### src/rtl/majority_bist.sv
// Built-in self test for an external 3-input majority gate.
// Walks all eight input vectors in ascending order, holds each one for
// SETTLE_CYCLES cycles, then compares the gate's response against the
// majority function and records per-vector mismatches.
module majority_bist #(
    parameter int SETTLE_CYCLES = 2
) (
    input  logic       clk,
    input  logic       rst_n,
    input  logic       start,
    input  logic       dut_y,
    output logic       dut_a,
    output logic       dut_b,
    output logic       dut_c,
    output logic       busy,
    output logic       done,
    output logic       pass,
    output logic [3:0] err_count,
    output logic [7:0] fail_vec
);

    typedef enum logic [1:0] {
        IDLE   = 2'd0,
        SETTLE = 2'd1,
        CHECK  = 2'd2,
        DONE   = 2'd3
    } state_t;

    // Last settle count before the response is considered stable.
    localparam logic [3:0] SETTLE_LAST = 4'(SETTLE_CYCLES - 1);

    state_t     state_reg;
    logic [2:0] idx_reg;
    logic [3:0] cnt_reg;

    logic       exp_y;
    logic       mismatch;
    logic [3:0] err_next;
    logic [2:0] idx_inc;

    // Golden majority response for the vector under test and the
    // error count including the current comparison (max 8, never wraps).
    always_comb begin
        exp_y    = (idx_reg[2] & idx_reg[1]) | (idx_reg[2] & idx_reg[0]) |
                   (idx_reg[1] & idx_reg[0]);
        mismatch = (dut_y != exp_y);
        err_next = err_count + {3'b000, mismatch};
        idx_inc  = idx_reg + 3'd1;
    end

    // Test sequencer: all control state and outputs are registered here.
    always_ff @(posedge clk or negedge rst_n) begin
        if (!rst_n) begin
            state_reg <= IDLE;
            idx_reg   <= 3'd0;
            cnt_reg   <= 4'd0;
            dut_a     <= 1'b0;
            dut_b     <= 1'b0;
            dut_c     <= 1'b0;
            busy      <= 1'b0;
            done      <= 1'b0;
            pass      <= 1'b0;
            err_count <= 4'd0;
            fail_vec  <= 8'd0;
        end else begin
            case (state_reg)
                IDLE: begin
                    done <= 1'b0;
                    if (start) begin
                        state_reg <= SETTLE;
                        idx_reg   <= 3'd0;
                        cnt_reg   <= 4'd0;
                        {dut_a, dut_b, dut_c} <= 3'b000;
                        busy      <= 1'b1;
                        pass      <= 1'b0;
                        err_count <= 4'd0;
                        fail_vec  <= 8'd0;
                    end
                end
                SETTLE: begin
                    cnt_reg <= cnt_reg + 4'd1;
                    if (cnt_reg == SETTLE_LAST) begin
                        state_reg <= CHECK;
                    end
                end
                CHECK: begin
                    err_count <= err_next;
                    fail_vec  <= fail_vec | (8'(mismatch) << idx_reg);
                    if (idx_reg != 3'd7) begin
                        state_reg <= SETTLE;
                        idx_reg   <= idx_inc;
                        cnt_reg   <= 4'd0;
                        {dut_a, dut_b, dut_c} <= idx_inc;
                    end else begin
                        // Last vector: pass verdict includes this comparison.
                        state_reg <= DONE;
                        {dut_a, dut_b, dut_c} <= 3'b000;
                        busy      <= 1'b0;
                        done      <= 1'b1;
                        pass      <= (err_next == 4'd0);
                    end
                end
                DONE: begin
                    done      <= 1'b0;
                    state_reg <= IDLE;
                end
                default: begin
                    state_reg <= IDLE;
                end
            endcase
        end
    end

endmodule

### config.mk
export PLATFORM = sky130hd
export DESIGN_NAME = majority_bist
export DESIGN_NICKNAME = d
export VERILOG_FILES = /design/src/rtl/majority_bist.sv
export SDC_FILE = /design/constraint.sdc
export NUM_CORES = 1
export LEC_CHECK = 0
export CORE_ASPECT_RATIO = 1.1
export CORE_UTILIZATION = 50
export CTS_CLUSTER_DIAMETER = 40
export DETAILED_ROUTE_END_ITERATION = 7
export PLACE_DENSITY = 0.78
export REMOVE_ABC_BUFFERS = 1
export SYNTH_ARGS = -nofsm -noshare
export SYNTH_HDL_FRONTEND = slang
export SYNTH_SLANG_ARGS = --single-unit
### constraint.sdc
create_clock -name clk -period 2.95 [get_ports clk]
set_clock_uncertainty 0.1 [all_clocks]
set_input_delay 0.7375 -clock clk [delete_from_list [all_inputs] [get_ports clk]]
set_output_delay 0.7375 -clock clk [all_outputs]
set_load 0.01 [all_outputs]
# Word level (Yosys, flattened, before mapping)
# Index checks and enable logic that the tools add are counted.
[totals] input_bits=4 output_inout_bits=18 word_cells=70 reg_bits=27
[op_classes] reduce_logical=12 shifts=1 n_eq_ne=10 add_sub_neg=3 mux=27 bitwise_logic=6
[op_table] operator="$pmux 8 s2" count=1
[op_table] operator="$pmux 1 s2" count=6
[op_table] operator="$pmux 4 s3" count=1
[op_table] operator="$reduce_and 3->1" count=3
[op_table] operator="$mux 1" count=8
[op_table] operator="$mux 4" count=2
[op_table] operator="$mux 8" count=1
[op_table] operator="$ne 2x2->1 const B" count=4
[op_table] operator="$or 8x8->8" count=1
[op_table] operator="$pmux 2 s4" count=1
[op_table] operator="$pmux 4 s2" count=1
[op_table] operator="$shl 1x3->8" count=1
[op_table] operator="$mux 2" count=3
[op_table] operator="$mux 3" count=2
[op_table] operator="$pmux 3 s2" count=1
[op_table] operator="$reduce_and 2->1" count=3
[op_table] operator="$add 4x1->4" count=1
[op_table] operator="$add 4x1->4 const B" count=1
[op_table] operator="$eq 2x2->1 const B" count=2
[op_table] operator="$eq 4x1->1 const B" count=1
[op_table] operator="$logic_not 4->1" count=1
[op_table] operator="$reduce_bool 2->1" count=2
[op_table] operator="$add 3x1->3 const B" count=1
[op_table] operator="$and 1x1->1" count=3
[op_table] operator="7 further kinds" count=8

# Longest topological paths before layout
# Gate-level depths: netlist (run 1).
[depth] word_depth=8 depth_mapped=10 ltp_nobuf=9

# Worst setup path after synthesis (run 1)
# OpenSTA, ideal clock, no wires.
[synth_timing] path_type="input to register" start="in dut_y" end="reg pass" path_buffers=1 arrival_time_ns=2.001 required_ns=2.773 path_slack_ns=0.772 cell_stages=7 setup_ns=0.077 path_cell_list="clkbuf_1 -> xnor2_1 -> ha_1 -> ha_1 -> nor4_1 -> nand4_1 -> o21ai_1"
[synth_via] elab_chain_cells=5
[synth_rtl] item="from (decl)" line_no="11" rtl="input logic dut_y,"
[synth_rtl] item="$ne 1x1->1" line_no="46" rtl="mismatch = (dut_y != exp_y);"
[synth_rtl] item="$add 4x1->4" line_no="47" rtl="err_next = err_count + {3'b000, mismatch};"
[synth_rtl] item="$logic_not 4->1" line_no="100" rtl="pass <= (err_next == 4'd0);"
[synth_rtl] item="$mux 1" line_no="89" rtl="if (idx_reg != 3'd7) begin"
[synth_rtl] item="$pmux 1 s2" line_no="66" rtl="case (state_reg)"
[synth_rtl] item="to (signal assigned)" line_no="100"
[synth_rtl] item="to (decl)" line_no="17" rtl="output logic pass,"
# No other way between the ends. The select of a mux whose other input is x is not followed.
# A chain may end at the register's enable or synchronous reset.

# Worst setup path in the final report (run 1)
[layout_timing] start="reg state_reg[0]" end="reg fail_vec[1]"
[layout_via] elab_chain_cells=3 word_cells_on_any_way=6 classes_between="eq/ne: 2; mux: 1; reduce/logical: 3"
[layout_rtl] item="from (decl)" line_no="32" rtl="state_t state_reg;"
[layout_rtl] item="from (signal assigned)" line_no="54" rtl="state_reg <= IDLE;"
[layout_rtl] item="from (signal assigned)" line_no="70" rtl="state_reg <= SETTLE;"
[layout_rtl] item="from (signal assigned)" line_no="83" rtl="state_reg <= CHECK;"
[layout_rtl] item="$eq 2x2->1 or $logic_not 2->1 (tied branches)" line_no="66"
[layout_rtl] item="$reduce_bool 2->1 (no line) or $ne 2x2->1 (tied branches)"
[layout_rtl] item="$reduce_and 2->1 (no line)"
[layout_rtl] item="to (signal assigned)" line_no="88" rtl="fail_vec <= fail_vec | (8'(mismatch) << idx_reg);"
[layout_rtl] item="to (decl)" line_no="19" rtl="output logic [7:0] fail_vec"
# Parallel ways exist; a longest one is shown, timed or not.

==> impl_metrics.env, run 1 <==
export IMPL_status="finished, final reports clean"
export IMPL_clk_latency_ns=0.32
export IMPL_rows=20
export IMPL_drive_gt1_frac=0.0520
export IMPL_synth_seq_cells=27
export IMPL_p_clk_frac=0.108
export IMPL_netlist_top_cells_area="dfrtp_1 45%, ha_1 8.4%, nand2_1 4.3%"
export IMPL_drt_pass1_iterations=4
export IMPL_gp_congestion=0.829
export IMPL_seq_area_um2=676
export IMPL_cts_buffers_inserted=3
export IMPL_synth_seq_area_share=0.454
export IMPL_fin_nets=188
export IMPL_cp_data_required_time_ns=3.07
export IMPL_hold_end="fail_vec[4]"
export IMPL_critPathBufInv=1
export IMPL_cp_end_kind="flip-flop"
export IMPL_vias=1174
export IMPL_hold_viol_final=0
export IMPL_h_tree_depth=1
export IMPL_critical_path_top_delay_family="multiplexers"
export IMPL_cellLeakagePower_nw=0.766
export IMPL_setup_tns_ns=0
export IMPL_grt_first_pass_wirelength_um=4940
export IMPL_syn_area_per_cell_um2=9.54
export IMPL_die_w_um=54.0
export IMPL_core_area_um2=2800
export IMPL_ys_types=35
export IMPL_hold_path_class="flip-flop to flip-flop"
export IMPL_total_power_mw=1.53
export IMPL_whs_ns=0.410
export IMPL_drc_errors=0
export IMPL_crit_slowest_cell="mux2i_1"
export IMPL_grt_pass1_vias=1165
export IMPL_hp_start="fail_vec[4]"
export IMPL_rrSetupSlack_ns=0.54
export IMPL_fp_dieH_um=59.2
export IMPL_grt_overflow=0
export IMPL_setup_slack_ns=0.542
export IMPL_cp_arrival_ns=2.53
export IMPL_synth_top_area_share=0.454
export IMPL_post_route_util=0.618
export IMPL_comb_power_share=0.508
export IMPL_yosys_area_top_type="dfrtp_1"
export IMPL_dp_cells=202
export IMPL_hold_buffers=0
export IMPL_r2r_end="fail_vec[1]"
export IMPL_min_path_cells=2
export IMPL_final_period_utilization=0.816
export IMPL_die_area_um2=3200
export IMPL_grtUsageTotal=0.207
export IMPL_diodes=0
export IMPL_power_switching_uw=646
export IMPL_synth_common_cells="27 x dfrtp_1, 17 x nand2_1, 14 x nor2_1"
export IMPL_cap_viol_max_count=0
export IMPL_root_buffer="clkbuf_4"
export IMPL_synthFlopType="dfrtp_1"
export IMPL_synth_area_um2=1490
export IMPL_pre_cts_ws_ns=0.264
export IMPL_clock_path_buffers=2
export IMPL_drtIter0Drc=37
export IMPL_multi_input_area_um2=733
export IMPL_swShare=0.422
export IMPL_powerDensity_nw_per_um2=884
export IMPL_report_final_slew_viol_count=0
export IMPL_synth_edf_count=0
export IMPL_final_area_um2=1730
export IMPL_viasPerCell=5.70
export IMPL_largest_reg_flops=8
export IMPL_initial_core_util=0.531
export IMPL_post_cts_setup_buffer_count=0
export IMPL_rr_worst_depth=6
export IMPL_ioPinCount=22
export IMPL_postPlaceCellArea_um2=1700
export IMPL_startpoint_type="flip-flop"
export IMPL_yosys_warnings=0
export IMPL_syn2layout_area_growth_pct=16.3
export IMPL_fmax_mhz=415
export IMPL_grt_max_degree=28
export IMPL_setup_worst_path_class="flip-flop to flip-flop"
export IMPL_cts_resized=0
export IMPL_critPathMaxStageDelay_ns=0.84
export IMPL_pwr_share_seq=0.384
export IMPL_internal_power_uw=884
export IMPL_wl_per_cell_um=14.5
export IMPL_fill_cells=239
export IMPL_reg2reg_from="state_reg[0]"
export IMPL_worstPathCellList="inv_1 -> ha_1 -> mux2i_1 -> nor3b_1 -> a31oi_1 -> nor2_1"
export IMPL_routed_wirelength_um=2980
export IMPL_ant_nets=0
export IMPL_crit_fanout=11
export IMPL_cts_clk_slew_worst_paths_ns=0.15
export IMPL_finalSetupViolCount=0
export IMPL_rsz0062_at_grt="false"
export IMPL_synth_most_common_cell="dfrtp_1"
export IMPL_io_buffer_count=21
export IMPL_finalNonFillerCells=206
export IMPL_clock_sinks=27
export IMPL_synthCells=156
export IMPL_cts_tree="yes"
export IMPL_antenna_found_initial=0
export IMPL_tightest_slew_ns=0.946
export IMPL_ir_drop_mv=0.733
export IMPL_period_needed_ns=2.41
export IMPL_dp_hpwl_um=2130
export IMPL_maxSlewHeadroom=0.352
export IMPL_synthArstFlopShare=1.00
-- metal layers --
| layer | GRT usage | wire, um |
|---|---|---|
| met5 | 0 | 0 |
| met4 | 0.0586 | 19 |
| met3 | 0.0231 | 102 |
| met2 | 0.362 | 1520 |
| met1 | 0.264 | 1340 |
-- cells by family after synthesis --
family	Yosys count	share of synthesized area
and+or+nand+nor	54	0.180
buffers and inverters	17	0.0538
muxes	5	0.0336
xor gates and xnor gates	4	0.0235
AOI/OAI and AO/OA	39	0.171
adders and majority gates	10	0.0840
DFF	27	0.454
-- worst max path at each step --
stage               cells past startpoint     endpoint  slack (ns)    startpoint
global placement                        7         pass        0.33         dut_y
global route                            6  fail_vec[3]        0.42  state_reg[1]
floorplan                               6   cnt_reg[3]        0.90    idx_reg[0]
finish                                  6  fail_vec[1]        0.54  state_reg[0]
CTS                                     6  fail_vec[3]        0.60  state_reg[0]
detailed placement                      7         pass        0.26         dut_y
-- final cells by class --
type | instances | share of cell area
tap | 33 | 0.0238
timing repair buffer | 23 | 0.130
clock inverter | 1 | 0.00434
clock buffer | 3 | 0.0130
sequential | 27 | 0.390
multi-input combinational | 112 | 0.423
inverter | 7 | 0.0152
-- placed cells by master, fill, tap and decap left out, drive strengths merged, types with 2 or more instances in the layout --
cell type / count
dfrtp: 27
clkdlybuf4s50: 21
nand2: 18
nor2: 14
ha: 10
o21ai: 10
a21oi: 8
inv: 7
nand3: 7
a31oi: 6
mux2i: 5
xnor2: 4
o31ai: 4
nor2b: 4
nor3: 3
a22o: 3
a32o: 3
clkbuf: 3
nand2b: 3
buf: 2
-- worst register-to-register path, stage by stage (launching register included) --
cell	delay, ns
dfrtp_1	0.44
inv_1	0.11
ha_1	0.36
mux2i_1	0.84
nor3b_1	0.17
a31oi_1	0.22
nor2_1	0.06
-- power groups by stage --
stage / registers, mW / logic [mW] / clock network, mW
after global placement: 0.589 / 0.751 / 0
after global routing: 0.605 / 0.864 / 0.183
final: 0.588 / 0.777 / 0.165
after CTS: 0.589 / 0.779 / 0.171
after floorplan: 0.607 / 0.466 / 0
after detailed placement: 0.597 / 0.777 / 0
(Power assumes the default switching activity.)
==> inputs of run 2 (changes only) <==
Settings changed: CORE_UTILIZATION 50 to 48, PLACE_DENSITY 0.78 to 0.79.
Clock period 2.95 ns to 2.1 ns, I/O delays scaled along.
==> impl_metrics.env, run 2 (synthesis results as in run 1) <==
export IMPL_status="finished, final reports clean"
export IMPL_wl_per_cell_um=14.6
export IMPL_cts_buffers_inserted=3
export IMPL_root_buffer="clkbuf_4"
export IMPL_routed_wirelength_um=3180
export IMPL_grt_max_degree=28
export IMPL_ant_nets=0
export IMPL_largest_reg_flops=8
export IMPL_final_area_um2=1860
export IMPL_clock_sinks=27
export IMPL_drtIter0Drc=37
export IMPL_pre_cts_ws_ns=-0.258
export IMPL_drive_gt1_frac=0.146
export IMPL_rsz0062_at_grt="true"
export IMPL_cts_tree="yes"
export IMPL_worstPathCellList="clkdlybuf4s50_1"
export IMPL_syn2layout_area_growth_pct=24.9
export IMPL_r2r_end="err_count[2]"
export IMPL_clk_latency_ns=0.34
export IMPL_post_route_util=0.652
export IMPL_cts_clk_slew_worst_paths_ns=0.15
export IMPL_tightest_slew_ns=0.458
export IMPL_setup_worst_path_class="flip-flop to output port"
export IMPL_grtUsageTotal=0.217
export IMPL_whs_ns=0.418
export IMPL_ir_drop_mv=1.03
export IMPL_hp_start="pass"
export IMPL_vias=1218
export IMPL_layout_commonest_cell="dfrtp_1"
export IMPL_grt_overflow=0
export IMPL_crit_fanout=6
export IMPL_drt_pass1_iterations=4
export IMPL_cap_viol_max_count=0
export IMPL_grt_first_pass_wirelength_um=5310
export IMPL_cp_end_kind="output port"
export IMPL_io_buffer_count=21
export IMPL_setup_slack_ns=0.0771
export IMPL_h_tree_depth=1
export IMPL_hold_buffers=0
export IMPL_clock_path_buffers=2
export IMPL_reg2reg_from="idx_reg[0]"
export IMPL_ioPinCount=22
export IMPL_diodes=0
export IMPL_cp_arrival_ns=1.40
export IMPL_die_w_um=55.1
export IMPL_hold_path_class="flip-flop to flip-flop"
export IMPL_powerDensity_nw_per_um2=1260
export IMPL_rows=20
export IMPL_viasPerCell=5.59
export IMPL_cp_data_required_time_ns=1.47
export IMPL_rr_worst_depth=9
export IMPL_critical_path_top_delay_family="buffers and inverters"
export IMPL_startpoint_type="flip-flop"
export IMPL_min_path_cells=2
export IMPL_final_cell_mix="27 x dfrtp_1, 21 x clkdlybuf4s50_1, 17 x nand2_1, 14 x buf_4, 13 x nor2_1"
export IMPL_crit_slowest_cell="clkdlybuf4s50_1"
export IMPL_rrSetupSlack_ns=0.09
export IMPL_report_final_slew_viol_count=0
export IMPL_critPathMaxStageDelay_ns=0.58
export IMPL_core_area_um2=2850
export IMPL_initial_core_util=0.522
export IMPL_dp_hpwl_um=2340
export IMPL_postPlaceCellArea_um2=1790
export IMPL_fp_dieH_um=60.4
export IMPL_fmax_mhz=494
export IMPL_die_area_um2=3330
export IMPL_hold_end="pass"
export IMPL_gp_congestion=0.797
export IMPL_antenna_found_initial=0
export IMPL_period_needed_ns=2.02
export IMPL_post_cts_setup_buffer_count=0
export IMPL_critPathBufInv=1
export IMPL_fin_nets=200
export IMPL_grt_pass1_vias=1255
export IMPL_final_period_utilization=0.963
export IMPL_fill_cells=256
export IMPL_drc_errors=0
export IMPL_finalSetupViolCount=0
export IMPL_cellLeakagePower_nw=0.824
export IMPL_finalNonFillerCells=218
export IMPL_dp_cells=214
export IMPL_maxSlewHeadroom=0.692
export IMPL_hold_viol_final=0
run 2: worst max-delay path by stage:
stage / start / endpoint / slack [ns] / cells after the start
floorplan: idx_reg[0] / cnt_reg[3] / 0.05 / 6
global placement: dut_y / pass / -0.18 / 7
detailed placement: dut_y / pass / -0.26 / 7
CTS: idx_reg[0] / pass / 0.0008 / 8
global route: idx_reg[0] / pass / -0.01 / 8
finish: err_count[2] / err_count[2] / 0.08 / 1
run 2: layer usage:
metal | vias to the layer above | share of wire | track usage
li1 | 602 | - | -
met4 | 0 | 0.013 | 0.0536
met1 | 580 | 0.46 | 0.273
met2 | 30 | 0.49 | 0.392
met5 | - | 0 | 0
met3 | 6 | 0.033 | 0.0226
run 2: repair_timing:
item,4_1_cts,5_1_grt
gates resized for setup,1,6
gates cloned,0,0
setup endpoints to repair,1,3
pin swaps,0,9
run 2: stage by stage:
| stage | power [mW] | TNS (ns) |
|---|---|---|
| finish | 2.34 | 0 |
| floorplan | 1.51 | 0 |
| global route | 2.53 | -0.0137 |
| CTS | 2.29 | 0 |
| global placement | 1.98 | -0.244 |
| detailed placement | 2.04 | -0.353 |
run 2: power breakdown:
group / internal (mW) / leakage [nW] / switching (mW) / total (mW)
sequential: 0.672 / 0.357 / 0.130 / 0.802
combinational: 0.630 / 0.453 / 0.667 / 1.30
clock: 0.0730 / 0.0139 / 0.169 / 0.242
total: 1.37 / 0.824 / 0.966 / 2.34
run 2: area by class of cell:
class	instances	area, um2	area share
Inverter	7	26.3	0.0141
Tap cell	33	41.3	0.0222
Timing Repair Buffer	35	315	0.170
Multi-Input combinational cell	112	771	0.415
Clock inverter	1	7.51	0.00404
Sequential cell	27	676	0.363
Clock buffer	3	22.5	0.0121
==> inputs of run 3 (changes only) <==
Clock period 2.1 ns to 1.65 ns, I/O delays scaled along.
==> impl_metrics.env, run 3 (synthesis results as in run 1) <==
export IMPL_ant_nets=0
export IMPL_syn2layout_area_growth_pct=46.6
export IMPL_total_power_mw=3.52
export IMPL_setup_tns_ns=-2.10
export IMPL_cap_viol_max_count=0
export IMPL_fin_nets=224
export IMPL_post_route_util=0.765
export IMPL_setup_slack_ns=-0.430
export IMPL_maxSlewHeadroom=0.742
export IMPL_rr_worst_depth=9
export IMPL_final_cell_mix="31 x buf_4, 25 x dfrtp_1, 17 x dlygate4sd2_1, 15 x nand2_1, 13 x nor2_1"
export IMPL_drt_pass1_iterations=4
export IMPL_clk_latency_ns=0.34
export IMPL_final_area_um2=2180
export IMPL_die_w_um=55.1
export IMPL_h_tree_depth=1
export IMPL_report_final_slew_viol_count=0
export IMPL_cts_tree="yes"
export IMPL_drtIter0Drc=41
export IMPL_drc_errors=0
export IMPL_setup_worst_path_class="flip-flop to flip-flop"
export IMPL_whs_ns=0.322
export IMPL_final_period_utilization=1.26
export IMPL_grt_max_degree=28
export IMPL_cp_arrival_ns=2.25
export IMPL_status="finished, violations left"
export IMPL_initial_core_util=0.522
export IMPL_die_area_um2=3330
export IMPL_antenna_found_initial=0
export IMPL_r2r_end="pass"
export IMPL_grt_first_pass_wirelength_um=5670
export IMPL_ir_drop_mv=1.25
export IMPL_drive_gt1_frac=0.330
export IMPL_clock_sinks=27
export IMPL_core_area_um2=2850
export IMPL_startpoint_type="flip-flop"
export IMPL_vias=1338
export IMPL_postPlaceCellArea_um2=1870
export IMPL_cts_clk_slew_worst_paths_ns=0.16
export IMPL_largest_reg_flops=8
export IMPL_clock_path_buffers=2
export IMPL_cts_buffers_inserted=3
export IMPL_wl_per_cell_um=15.3
export IMPL_routed_wirelength_um=3710
export IMPL_dp_cells=224
export IMPL_dp_hpwl_um=2320
export IMPL_rsz0062_at_grt="true"
export IMPL_period_needed_ns=2.08
export IMPL_cp_end_kind="flip-flop"
export IMPL_grt_pass1_vias=1281
export IMPL_pre_cts_ws_ns=-0.555
export IMPL_viasPerCell=5.53
export IMPL_rrSetupSlack_ns=-0.43
export IMPL_ioPinCount=22
export IMPL_hold_viol_final=0
export IMPL_grtUsageTotal=0.232
export IMPL_diodes=0
export IMPL_grt_overflow=0
export IMPL_layout_commonest_cell="buf_4"
export IMPL_finalNonFillerCells=242
export IMPL_gp_congestion=0.879
export IMPL_crit_fanout=3
export IMPL_powerDensity_nw_per_um2=1610
export IMPL_finalSetupViolCount=8
export IMPL_rows=20
export IMPL_reg2reg_from="idx_reg[0]"
export IMPL_root_buffer="clkbuf_4"
export IMPL_fp_dieH_um=60.4
export IMPL_cellLeakagePower_nw=1.03
export IMPL_fmax_mhz=481
export IMPL_violations="negative setup slack"
export IMPL_hold_path_class="primary input to async pin"
export IMPL_io_buffer_count=21
export IMPL_cp_data_required_time_ns=1.82
export IMPL_tightest_slew_ns=0.384
[run 3: repair_timing]
action / 4_1_cts / 5_1_grt
setup endpoints to repair: 37 / 26
buffers inserted: 11 / 2
gates resized for setup: 30 / 31
hold buffers: 0 / 0
pin swaps: 9 / 11
gates cloned: 0 / 1
[run 3: worst max-delay path by stage]
stage                     slack [ns]          to  startpoint
after floorplan                -0.40  cnt_reg[3]  idx_reg[0]
after global placement         -0.50        pass       dut_y
after detailed placement       -0.55        pass       dut_y
after CTS                      -0.32        pass  idx_reg[0]
after global routing           -0.51        pass  idx_reg[1]
final                          -0.43        pass  idx_reg[0]
[run 3: per-layer routing]
layer | global-route usage | share of wire
met5 | 0 | 0
met4 | 0.0500 | 0.0084
met3 | 0.0326 | 0.032
met2 | 0.394 | 0.52
met1 | 0.313 | 0.44
[run 3: worst max-delay path, stage by stage, from the launching register on]
cell and delay [ns]:
dfrtp_1 0.47, ha_4 0.20, nor2_2 0.12, xnor2_1 0.09, ha_2 0.21, ha_4 0.17, nor2b_4 0.13, nor4_4 0.26
nand4_1 0.13, o21ai_1 0.12
[run 3: cell type report]
type / instances / area (um2)
multi-input cells: 112 / 886
flip-flops and latches: 27 / 678
fillers: 199 / 669
repair buffers: 59 / 522
well taps: 33 / 41.3
inverters: 7 / 26.3
clock buffers: 3 / 22.5
clock inverters: 1 / 7.51
[run 3: where the power goes]
part           internal, mW  leakage, nW  switching [mW]
combinational          1.12        0.663            1.08
clock                0.0929       0.0139           0.211
sequential            0.859        0.355           0.163
